`src/rtl/host_write_scheduler_pkg.sv`:
```
// ============================================================================
// Module : gfx_host_pkg
// Brief  : Shared types and constants for the host write scheduler.
// Rev    : 1.0
// ============================================================================
`default_nettype none

package gfx_host_pkg;

    localparam int REG_SEL_BIT = 15;
    localparam int GFX_ADDR_W  = 13;
    localparam int GFX_DATA_W  = 16;

    typedef enum logic [1:0] {
        IDLE    = 2'd0,
        ACTIVE  = 2'd1,
        RELEASE = 2'd2
    } wr_state_e;

    typedef struct packed {
        logic                  sel;
        logic [GFX_ADDR_W-1:0] addr;
        logic [GFX_DATA_W-1:0] data;
    } wr_entry_t;

    function automatic wr_entry_t pack_request(
        input logic                  sel,
        input logic [GFX_ADDR_W-1:0] addr,
        input logic [GFX_DATA_W-1:0] data
    );
        wr_entry_t e;
        e.sel  = sel;
        e.addr = addr;
        e.data = data;
        return e;
    endfunction

endpackage

`default_nettype wire

```
`src/rtl/host_write_scheduler_if.sv`:
```
// ============================================================================
// Module : host_write_scheduler_if
// Brief  : Adapter-side request bus and graphics-core write port bundle.
// Rev    : 1.0
// ============================================================================
`default_nettype none

interface host_write_scheduler_if #(
    parameter int DEPTH = 8
);
    localparam int LEVEL_W = $clog2(DEPTH) + 1;

    logic               in_valid;
    logic [15:0]        in_addr;
    logic [15:0]        in_data;
    logic               in_ready;
    logic               gfx_vram_cs;
    logic               gfx_reg_cs;
    logic [12:0]        gfx_addr;
    logic [15:0]        gfx_data;
    logic               gfx_done;
    logic               gfx_write_avail;
    logic [LEVEL_W-1:0] fifo_level;
    logic               overflow;
    logic               timeout_err;
    logic               clear_errors;

    modport slave (
        input  in_valid, in_addr, in_data, gfx_done, gfx_write_avail, clear_errors,
        output in_ready, gfx_vram_cs, gfx_reg_cs, gfx_addr, gfx_data,
               fifo_level, overflow, timeout_err
    );

    modport master (
        output in_valid, in_addr, in_data, gfx_done, gfx_write_avail, clear_errors,
        input  in_ready, gfx_vram_cs, gfx_reg_cs, gfx_addr, gfx_data,
               fifo_level, overflow, timeout_err
    );

endinterface

`default_nettype wire

```
`src/rtl/host_write_scheduler_fifo.sv`:
```
// ============================================================================
// Module : host_write_fifo
// Brief  : Single-clock FIFO of pending host writes; head is read combinationally.
// Rev    : 1.0
// ============================================================================
`default_nettype none

module host_write_fifo
    import gfx_host_pkg::*;
#(
    parameter int DEPTH = 8
) (
    input  wire logic                     clk,
    input  wire logic                     reset,
    input  wire logic                     push_i,
    input  wire logic                     pop_i,
    input  wire wr_entry_t                data_i,
    output wr_entry_t                     data_o,
    output logic                          full_o,
    output logic                          empty_o,
    output logic [$clog2(DEPTH):0]        level_o
);

    localparam int AW = $clog2(DEPTH);
    localparam int LW = AW + 1;
    localparam logic [LW-1:0] C_DEPTH = LW'(DEPTH);

    wr_entry_t         mem_q [DEPTH];
    logic [AW-1:0]     wr_ptr_q;
    logic [AW-1:0]     rd_ptr_q;
    logic [LW-1:0]     level_q;
    logic              do_push;
    logic              do_pop;

    assign full_o  = (level_q == C_DEPTH);
    assign empty_o = (level_q == '0);
    assign level_o = level_q;
    assign data_o  = mem_q[rd_ptr_q];

    // When full, a same-cycle pop frees the head slot, which is exactly wr_ptr.
    assign do_pop  = pop_i && !empty_o;
    assign do_push = push_i && (!full_o || do_pop);

    always_ff @(posedge clk) begin
        if (do_push) begin
            mem_q[wr_ptr_q] <= data_i;
        end
    end

    always_ff @(posedge clk or posedge reset) begin
        if (reset) begin
            wr_ptr_q <= '0;
            rd_ptr_q <= '0;
            level_q  <= '0;
        end else begin
            if (do_push) begin
                wr_ptr_q <= wr_ptr_q + AW'(1);
            end
            if (do_pop) begin
                rd_ptr_q <= rd_ptr_q + AW'(1);
            end
            unique case ({do_push, do_pop})
                2'b10:   level_q <= level_q + LW'(1);
                2'b01:   level_q <= level_q - LW'(1);
                default: level_q <= level_q;
            endcase
        end
    end

endmodule

`default_nettype wire

```
`src/rtl/host_write_scheduler.sv`:
```
// ============================================================================
// Module : host_write_scheduler
// Brief  : Queues host writes and issues them one at a time to the gfx core.
// Rev    : 1.0
// ============================================================================
`default_nettype none

module host_write_scheduler
    import gfx_host_pkg::*;
#(
    parameter int DEPTH   = 8,
    parameter int TIMEOUT = 255
) (
    input  wire logic              clk,
    input  wire logic              reset,
    host_write_scheduler_if.slave  bus
);

    localparam int LEVEL_W = $clog2(DEPTH) + 1;
    localparam logic [15:0] C_TIMEOUT_LAST = 16'(TIMEOUT - 1);

    wr_state_e         state_q;
    logic              vram_cs_q;
    logic              reg_cs_q;
    logic [12:0]       addr_q;
    logic [15:0]       data_q;
    logic [15:0]       cnt_q;
    logic              overflow_q;
    logic              overflow_d;
    logic              timeout_q;
    logic              timeout_d;

    wr_entry_t         w_req;
    wr_entry_t         w_head;
    logic              w_full;
    logic              w_empty;
    logic [LEVEL_W-1:0] w_level;
    logic              w_pop;
    logic              w_push;
    logic              w_drop;
    logic              w_done_hit;
    logic              w_timeout_hit;

    assign w_req = pack_request(bus.in_addr[REG_SEL_BIT], bus.in_addr[13:1], bus.in_data);

    assign w_pop  = (state_q == IDLE) && !w_empty && bus.gfx_write_avail;
    assign w_push = bus.in_valid && (!w_full || w_pop);
    assign w_drop = bus.in_valid && !w_push;

    // Done on the final counted cycle completes the write rather than aborting it.
    assign w_done_hit    = (state_q == ACTIVE) && bus.gfx_done;
    assign w_timeout_hit = (state_q == ACTIVE) && !bus.gfx_done && (cnt_q == C_TIMEOUT_LAST);

    host_write_fifo #(
        .DEPTH   (DEPTH)
    ) u_fifo (
        .clk     (clk),
        .reset   (reset),
        .push_i  (w_push),
        .pop_i   (w_pop),
        .data_i  (w_req),
        .data_o  (w_head),
        .full_o  (w_full),
        .empty_o (w_empty),
        .level_o (w_level)
    );

    always_ff @(posedge clk or posedge reset) begin
        if (reset) begin
            state_q   <= IDLE;
            vram_cs_q <= 1'b0;
            reg_cs_q  <= 1'b0;
            addr_q    <= '0;
            data_q    <= '0;
            cnt_q     <= '0;
        end else begin
            unique case (state_q)
                IDLE: begin
                    if (w_pop) begin
                        addr_q    <= w_head.addr;
                        data_q    <= w_head.data;
                        vram_cs_q <= !w_head.sel;
                        reg_cs_q  <= w_head.sel;
                        cnt_q     <= '0;
                        state_q   <= ACTIVE;
                    end
                end
                ACTIVE: begin
                    if (w_done_hit || w_timeout_hit) begin
                        vram_cs_q <= 1'b0;
                        reg_cs_q  <= 1'b0;
                        state_q   <= RELEASE;
                    end else begin
                        cnt_q <= cnt_q + 16'd1;
                    end
                end
                RELEASE: begin
                    state_q <= IDLE;
                end
                default: begin
                    vram_cs_q <= 1'b0;
                    reg_cs_q  <= 1'b0;
                    state_q   <= IDLE;
                end
            endcase
        end
    end

    // A new error event in the clearing cycle keeps its flag set.
    always_comb begin
        overflow_d = w_drop        || (overflow_q && !bus.clear_errors);
        timeout_d  = w_timeout_hit || (timeout_q  && !bus.clear_errors);
    end

    always_ff @(posedge clk or posedge reset) begin
        if (reset) begin
            overflow_q <= 1'b0;
            timeout_q  <= 1'b0;
        end else begin
            overflow_q <= overflow_d;
            timeout_q  <= timeout_d;
        end
    end

    assign bus.in_ready    = !w_full;
    assign bus.gfx_vram_cs = vram_cs_q;
    assign bus.gfx_reg_cs  = reg_cs_q;
    assign bus.gfx_addr    = addr_q;
    assign bus.gfx_data    = data_q;
    assign bus.fifo_level  = w_level;
    assign bus.overflow    = overflow_q;
    assign bus.timeout_err = timeout_q;

endmodule

`default_nettype wire

```
`src/flat_wrapper.sv`:
```
// flat-port wrapper written by rule: the top's interface ports become plain ports
module host_write_scheduler_flat import gfx_host_pkg::*;
#(
    parameter int DEPTH   = 8,
    parameter int TIMEOUT = 255
)
  (clk, reset, bus_in_valid, bus_in_addr, bus_in_data, bus_gfx_done, bus_gfx_write_avail, bus_clear_errors, bus_in_ready, bus_gfx_vram_cs, bus_gfx_reg_cs, bus_gfx_addr, bus_gfx_data, bus_fifo_level, bus_overflow, bus_timeout_err);
  host_write_scheduler_if #(.DEPTH(DEPTH)) bus_i ();
  input  wire logic clk;
  input  wire logic reset;
  input wire logic [$bits(bus_i.in_valid)-1:0] bus_in_valid;
  input wire logic [$bits(bus_i.in_addr)-1:0] bus_in_addr;
  input wire logic [$bits(bus_i.in_data)-1:0] bus_in_data;
  input wire logic [$bits(bus_i.gfx_done)-1:0] bus_gfx_done;
  input wire logic [$bits(bus_i.gfx_write_avail)-1:0] bus_gfx_write_avail;
  input wire logic [$bits(bus_i.clear_errors)-1:0] bus_clear_errors;
  output wire logic [$bits(bus_i.in_ready)-1:0] bus_in_ready;
  output wire logic [$bits(bus_i.gfx_vram_cs)-1:0] bus_gfx_vram_cs;
  output wire logic [$bits(bus_i.gfx_reg_cs)-1:0] bus_gfx_reg_cs;
  output wire logic [$bits(bus_i.gfx_addr)-1:0] bus_gfx_addr;
  output wire logic [$bits(bus_i.gfx_data)-1:0] bus_gfx_data;
  output wire logic [$bits(bus_i.fifo_level)-1:0] bus_fifo_level;
  output wire logic [$bits(bus_i.overflow)-1:0] bus_overflow;
  output wire logic [$bits(bus_i.timeout_err)-1:0] bus_timeout_err;
  assign bus_i.in_valid = bus_in_valid;
  assign bus_i.in_addr = bus_in_addr;
  assign bus_i.in_data = bus_in_data;
  assign bus_i.gfx_done = bus_gfx_done;
  assign bus_i.gfx_write_avail = bus_gfx_write_avail;
  assign bus_i.clear_errors = bus_clear_errors;
  assign bus_in_ready = bus_i.in_ready;
  assign bus_gfx_vram_cs = bus_i.gfx_vram_cs;
  assign bus_gfx_reg_cs = bus_i.gfx_reg_cs;
  assign bus_gfx_addr = bus_i.gfx_addr;
  assign bus_gfx_data = bus_i.gfx_data;
  assign bus_fifo_level = bus_i.fifo_level;
  assign bus_overflow = bus_i.overflow;
  assign bus_timeout_err = bus_i.timeout_err;
  host_write_scheduler #(.DEPTH(DEPTH), .TIMEOUT(TIMEOUT)) u_core (.clk(clk), .reset(reset), .bus(bus_i));
endmodule
```
`config.mk`:
```
export PLATFORM = sky130hd
export DESIGN_NAME = host_write_scheduler_flat
export DESIGN_NICKNAME = d
export VERILOG_FILES = /design/src/rtl/host_write_scheduler_pkg.sv /design/src/rtl/host_write_scheduler_if.sv /design/src/rtl/host_write_scheduler_fifo.sv /design/src/rtl/host_write_scheduler.sv /design/src/flat_wrapper.sv
export SDC_FILE = /design/constraint.sdc
export NUM_CORES = 1
export LEC_CHECK = 0
export CAP_MARGIN = 30
export CORE_ASPECT_RATIO = 0.7
export CORE_MARGIN = 2
export CORE_UTILIZATION = 53
export DETAILED_ROUTE_END_ITERATION = 7
export GPL_ROUTABILITY_DRIVEN = 1
export GPL_TIMING_DRIVEN = 1
export PLACE_DENSITY = 0.85
export SYNTH_ARGS = -nofsm -noshare
export SYNTH_HDL_FRONTEND = slang
export SYNTH_HIERARCHICAL = 1
export SYNTH_SLANG_ARGS = --single-unit
```
`constraint.sdc`:
```
create_clock -name clk -period 4.7 [get_ports clk]
set_input_delay 0.94 -clock clk [delete_from_list [all_inputs] [get_ports clk]]
set_output_delay 0.94 -clock clk [all_outputs]
set_load 0.01 [all_outputs]
```
==> out/results.tsv, run 1 <==
metric	value	unit
DPL Wire Length	14.3	mm
CTS Buffer Depth	3	
most frequent cells in the layout	edfxtp_1 (240), nand2_1 (109), clkdlybuf4s50_1 (73), dfrtp_1 (58), mux4_1 (35)	
Final #Nets	804	
initial antenna violation count	0	
Die H	130	um
Area Growth Syn to Fin	17.0	%
setup violators final	0	
global-route wire length before repair	36.5	mm
Final min period	3490	ps
hold_sp	u_core/bus.gfx_addr[9]	
placed insts	1041	
Ys Warns	6	
CTS clock-pin slew for the worst setup and hold paths	60	ps
Core Rows	46	
Routed WL	23.4	mm
Seq cells post-synth	301	
Routability Congestion	0.801	
RSZ-0062 raised after global routing	no	
post-route cell area	14200	um2
Synth Cell Area	12100	um2
syn avg cell area	18.1	um2
Initial Util	53.8	%
crit start category	input pin	
drt pass-1 iters	5	
max cap viols	0	
Reg-to-Reg Start	u_core/u_fifo/level_o[0]	
post-synthesis cell count	669	
worst skew pair latency	550	ps
Setup CP Type	in2reg	
Critical Path Fanout Max	22	
Leak	0.00505	uW
clock sinks	301	
CTS root buffer	clkbuf_16	
1st-iter DRT viols	452	
EDFF count, synth	240	
# diodes	0	
GR Overflow Total	0	
Reg2Reg Setup Slack	1220	ps
relative slew slack	38.2	%
Tightest Pin Transition	926	ps
synth unique cells	52	
outcome	finished clean	
fin cells	1092	
Critical Path RT	4940	ps
CTS tree	yes	
Syn Nets	714	
Wirelength per Cell	21.4	um
full die area	24100	um2
Critical Path End	u_core/u_fifo/mem_q[4][25]	
final hold violations	0	
power consumption	8320	uW
Core ar.	22500	um2
CTS H-tree lvls	1	
Die Width	185	um
I/O pin count	76	
power density of the placed cells	588	nW/um2
CP Launch Point	bus_gfx_write_avail	
top post-synthesis cells by area	edfxtp_1 (60%), dfrtp_1 (13%), mux4_1 (7.6%), mux4_2 (4.7%), nand2_1 (3.4%)	
setup bufs post-CTS	0	
setup TNS	0	ps
final clock skew	18.0	ps
Synth area leader	edfxtp_1	
CTS Buf Count	28	
GRT Total Usage	20.3	%
Arrival @ worst endpoint	3730	ps
Final Max Tran Viols	0	
most common cell after layout, fill and taps aside	edfxtp_1	
Reg2Reg Capture Point	u_core/u_fifo/level_o[3]	
post-synthesis sequential area ratio	72.2	%
Cell Area, Placed	13300	um2
antenna viol nets, final	0	
CTS resizes	0	
HP Class	reg2reg	
CTS Hold Bufs	0	
Worst VDD drop	518	uV
Synth async-reset ratio	20.3	%
Most used DFF post-synth	edfxtp_1	
Critical Path End Type	flop	
residual DRC count	0	
final period utilization	74.2	%
drt via density	5.68	
via count	6198	
pin count of the biggest net entering global routing	47	
layout cell share with drive strength beyond 1	17.8	%
port buffer count	73	
post-synth top area share	59.5	%
vias in the first global route	6315	
Max Fclk	287	MHz
Worst Reg-to-Reg Cells	13	
final cells by class:
type,count,area [um2]
Multi-Input combinational cell,320,3180
Fill cell,1529,8350
Clock buffer,32,716
Sequential cell,301,8740
Timing Repair Buffer,91,948
Tap cell,312,390
Clock inverter,19,121
Inverter,17,63.8
cell usage after synthesis, types with 2 or more instances:
master	n
and4_1	2
mux2_2	32
nand2_1	109
clkbuf_1	17
a21oi_1	6
inv_1	16
buf_2	3
nor2_1	15
mux4_2	25
and2_2	2
ha_1	6
or2_2	2
mux2i_1	4
o21ai_0	21
or3_1	4
dfrtp_1	61
nand3_1	7
mux4_1	35
a21oi_2	2
nor3_1	3
xor2_1	2
nand2b_1	6
a31oi_1	3
buf_6	9
o31ai_1	5
nand4_1	4
xnor2_1	4
edfxtp_1	240
cells by family (layout without fill, tap and decap cells):
group / Yosys count / after routing / share of synthesized area, %
buf+inv: 48 / 159 / 2.16
simple gates: 162 / 162 / 6.09
flops: 301 / 301 / 72.2
xor+xnor: 6 / 6 / 0.434
compound gates: 48 / 48 / 2.69
mux: 97 / 97 / 15.7
fa+ha+maj: 7 / 7 / 0.786
worst max-delay path: stages:
cell             delay (ps)
clkdlybuf4s50_1         460
nor3b_1                 270
nand2b_2                320
a21boi_0                270
buf_4                   210
o21a_1                  220
nand2b_1                290
nor2_4                  470
buf_12                  260
state kept, by name (all words and copies together) (netlist names):
register	flops
u_core/bus.gfx_addr	13
u_core/bus.gfx_data	16
u_core/bus.gfx_reg_cs	1
u_core/bus.gfx_vram_cs	1
u_core/bus.overflow	1
u_core/bus.timeout_err	1
u_core/cnt_q	16
u_core/state_q	2
u_core/u_fifo/level_o	4
u_core/u_fifo/mem_q	240
u_core/u_fifo/rd_ptr_q	3
u_core/u_fifo/wr_ptr_q	3
routing by layer:
metal	wire, um	vias up	GRT usage [%]
met5	0	-	0
met4	375	0	4.25
met3	1100	32	2.94
met2	11200	165	33.5
met1	10700	3218	29.7
li1	-	2783	-
worst min-delay path by stage:
stage / depth (start not counted) / end / slack (ps)
6_report: 2 / u_core/bus.gfx_addr[9] / 470
5_1_grt: 2 / u_core/bus.gfx_addr[6] / 510
4_1_cts: 2 / u_core/bus.gfx_addr[9] / 480
3_5_place_dp: 2 / u_core/bus.gfx_addr[11] / 460
3_3_place_gp: 2 / u_core/bus.gfx_addr[0] / 460
2_1_floorplan: 1 / u_core/cnt_q[7] / 440
through the flow:
stage	util, %	setup WS (ps)	hold WS (ps)
after floorplan	-	560	443
after global placement	59.1	786	461
after detailed placement	59.2	688	461
after CTS	62.9	1220	476
after global routing	62.9	916	506
final	62.9	1210	473
where the power goes:
part / switching [uW] / internal, uW
combinational: 1170 / 1300
clock: 931 / 1140
sequential: 380 / 3400
total: 2480 / 5840
(Power assumes the default switching activity.)
==> run 2, diff against run 1 <==
==> constraint.sdc (replaced) <==
create_clock -name clk -period 2.8 [get_ports clk]
set_input_delay 0.56 -clock clk [delete_from_list [all_inputs] [get_ports clk]]
set_output_delay 0.56 -clock clk [all_outputs]
set_load 0.01 [all_outputs]
==> run 2 against run 1 <==
Against the previous run: core utilization increased by 2.0 points; routed wire length increased by 2.8%; setup slack got worse by 1100 ps; via count increased by 3.0%; register-to-register slack got worse by 1100 ps; critical path depth increased by 3; total power increased by 77%; largest cell class unchanged; largest power group unchanged; highest routed layer unchanged.
==> out/results.tsv, run 2 (synthesis gave the netlist of run 1 again) <==
metric	value	unit	change
outcome	finished clean		
Biggest register	u_core/u_fifo/mem_q		
CTS H-tree lvls	1		unchanged
layout cell share with drive strength beyond 1	22.9	%	+5.1 points
setup TNS	0	ps	unchanged
crit start category	flop		
Critical Path Max Stage Delay	420	ps	-50 ps
vias in the first global route	6474		+2.5%
port buffer count	73		unchanged
Critical Path Fanout Max	4		-82%
RSZ-0062 raised after global routing	no		
CP Launch Point	u_core/u_fifo/level_o[1]		
drt via density	5.69		+0.32%
Critical Path End Type	flop		
CTS Buf Count	27		-3.6%
Setup CP Type	reg2reg		
Reg area	8740	um2	about the same
CTS tree	yes		
power density of the placed cells	1010	nW/um2	+72%
setup violators final	0		unchanged
Area Growth Syn to Fin	20.7	%	
max cap viols	0		unchanged
drt pass-1 iters	7		+2
most frequent cells in the layout	edfxtp_1 (240), nand2_1 (108), clkdlybuf4s50_1 (73), dfrtp_1 (59), mux4_1 (35)		
clock sinks	301		unchanged
final period utilization	94.4	%	
Final min period	2640	ps	
I/O pin count	76		unchanged
Final #Nets	832		+3.5%
final clock skew	10.1	ps	-7.82 ps
residual DRC count	0		unchanged
GR Overflow Total	0		unchanged
DPL Wire Length	15.0	mm	+5.2%
Final Max Tran Viols	0		unchanged
Buf/Inv on CP	1		-2
CP top delay family	simple AND/OR/NAND/NOR gates		
CTS Buffer Depth	3		unchanged
Arrival @ worst endpoint	3120	ps	-610 ps
CTS clock-pin slew for the worst setup and hold paths	70	ps	about the same
Die Width	185	um	unchanged
Multi-input gate area	3250	um2	+2.2%
most common cell after layout, fill and taps aside	edfxtp_1		
HP Class	in2async		
Tightest Pin Transition	906	ps	-20.5 ps
Leak	0.00530	uW	+4.8%
Die H	130	um	unchanged
via count	6383		+3.0%
initial antenna violation count	1		+1
worst skew pair latency	540	ps	about the same
Fill cells	1484		-2.9%
Cell Area, Placed	13600	um2	+2.4%
Wirelength per Cell	21.4	um	+0.12%
final hold violations	0		unchanged
GRT Total Usage	21.0	%	+0.75 points
Reg-to-Reg Start	u_core/u_fifo/level_o[1]		
Core Rows	46		unchanged
Max Fclk	378	MHz	
global-route wire length before repair	38.0	mm	+4.1%
Routed WL	24.0	mm	+2.8%
CTS root buffer	clkbuf_16		
pin count of the biggest net entering global routing	37		-21%
post-route cell area	14600	um2	+3.2%
worst-path cell chain	or3_4 > nor2_2 > nor3b_2 > nand2b_4 > a21boi_1 > or2_4 > inv_2 > ha_1 > a211o_1 > nand3_2 > mux2_2 > nand3b_1		
full die area	24100	um2	unchanged
Worst VDD drop	585	uV	+13%
1st-iter DRT viols	535		+18%
antenna viol nets, final	0		unchanged
Routability Congestion	0.781		-2.5%
Critical Path RT	3270	ps	-1670 ps
Core ar.	22500	um2	unchanged
CP max-delay cell	or3_4		
relative slew slack	39.6	%	+1.4 points
Initial Util	53.8	%	unchanged
max reg flops	240		unchanged
worst setup margin	158	ps	-1050 ps
dpl ws	-222	ps	-910 ps
[run 2: worst paths after layout]
check / endpoint / slack (ps) / cells after the start
worst min-delay path: u_core/u_fifo/level_o[3] / 420 / 2
worst max-delay path: u_core/u_fifo/level_o[3] / 160 / 12
max in group asynchronous: u_core/bus.gfx_addr[4] / 1820 / 3
worst min register to register: u_core/bus.gfx_addr[0] / 470 / 2
min in group clk: u_core/bus.gfx_addr[0] / 470 / 2
worst max register to register: u_core/u_fifo/level_o[3] / 160 / 12
[run 2: layout make-up]
type	count	share of cell area, %
diodes	1	0.0171
clock buffers	36	5.06
clock inverters	14	1.22
inverters	17	0.454
flip-flops and latches	301	59.8
well taps	312	2.67
multi-input cells	320	22.2
repair buffers	120	8.53
[run 2: where the power goes]
part | leakage (uW) | total, uW | internal, uW | switching [uW]
clock | 0.000451 | 3790 | 2230 | 1560
sequential | 0.00296 | 6160 | 5710 | 452
combinational | 0.00189 | 4800 | 2480 | 2320
total | 0.00530 | 14800 | 10400 | 4340
[run 2: layer usage]
metal / part of all wire, % / GRT usage (%) / vias to the layer above / wire length, um
met5: 0 / 0 / - / 0
met4: 1.4 / 4.30 / 0 / 348
li1: - / - / 2845 / -
met1: 45 / 31.2 / 3307 / 10800
met3: 5.3 / 3.66 / 31 / 1280
met2: 48 / 33.7 / 200 / 11500
[run 2: timing repair]
| action | in CTS | in global routing |
|---|---|---|
| pin swaps | 0 | 1 |
| hold buffers | 0 | 0 |
| gates resized for setup | 2 | 3 |
| endpoints found under the setup margin | 1 | 133 |
| setup buffers | 2 | 3 |
[run 2: per-stage QoR]
step	util (%)	total power (uW)	cells	hold slack, ps
finish	64.9	14800	1121	420
detailed placement	60.6	10900	1066	462
floorplan	-	9240	669	400
CTS	64.8	14800	1117	427
global placement	60.6	10800	1066	460
global route	64.9	15500	1120	457
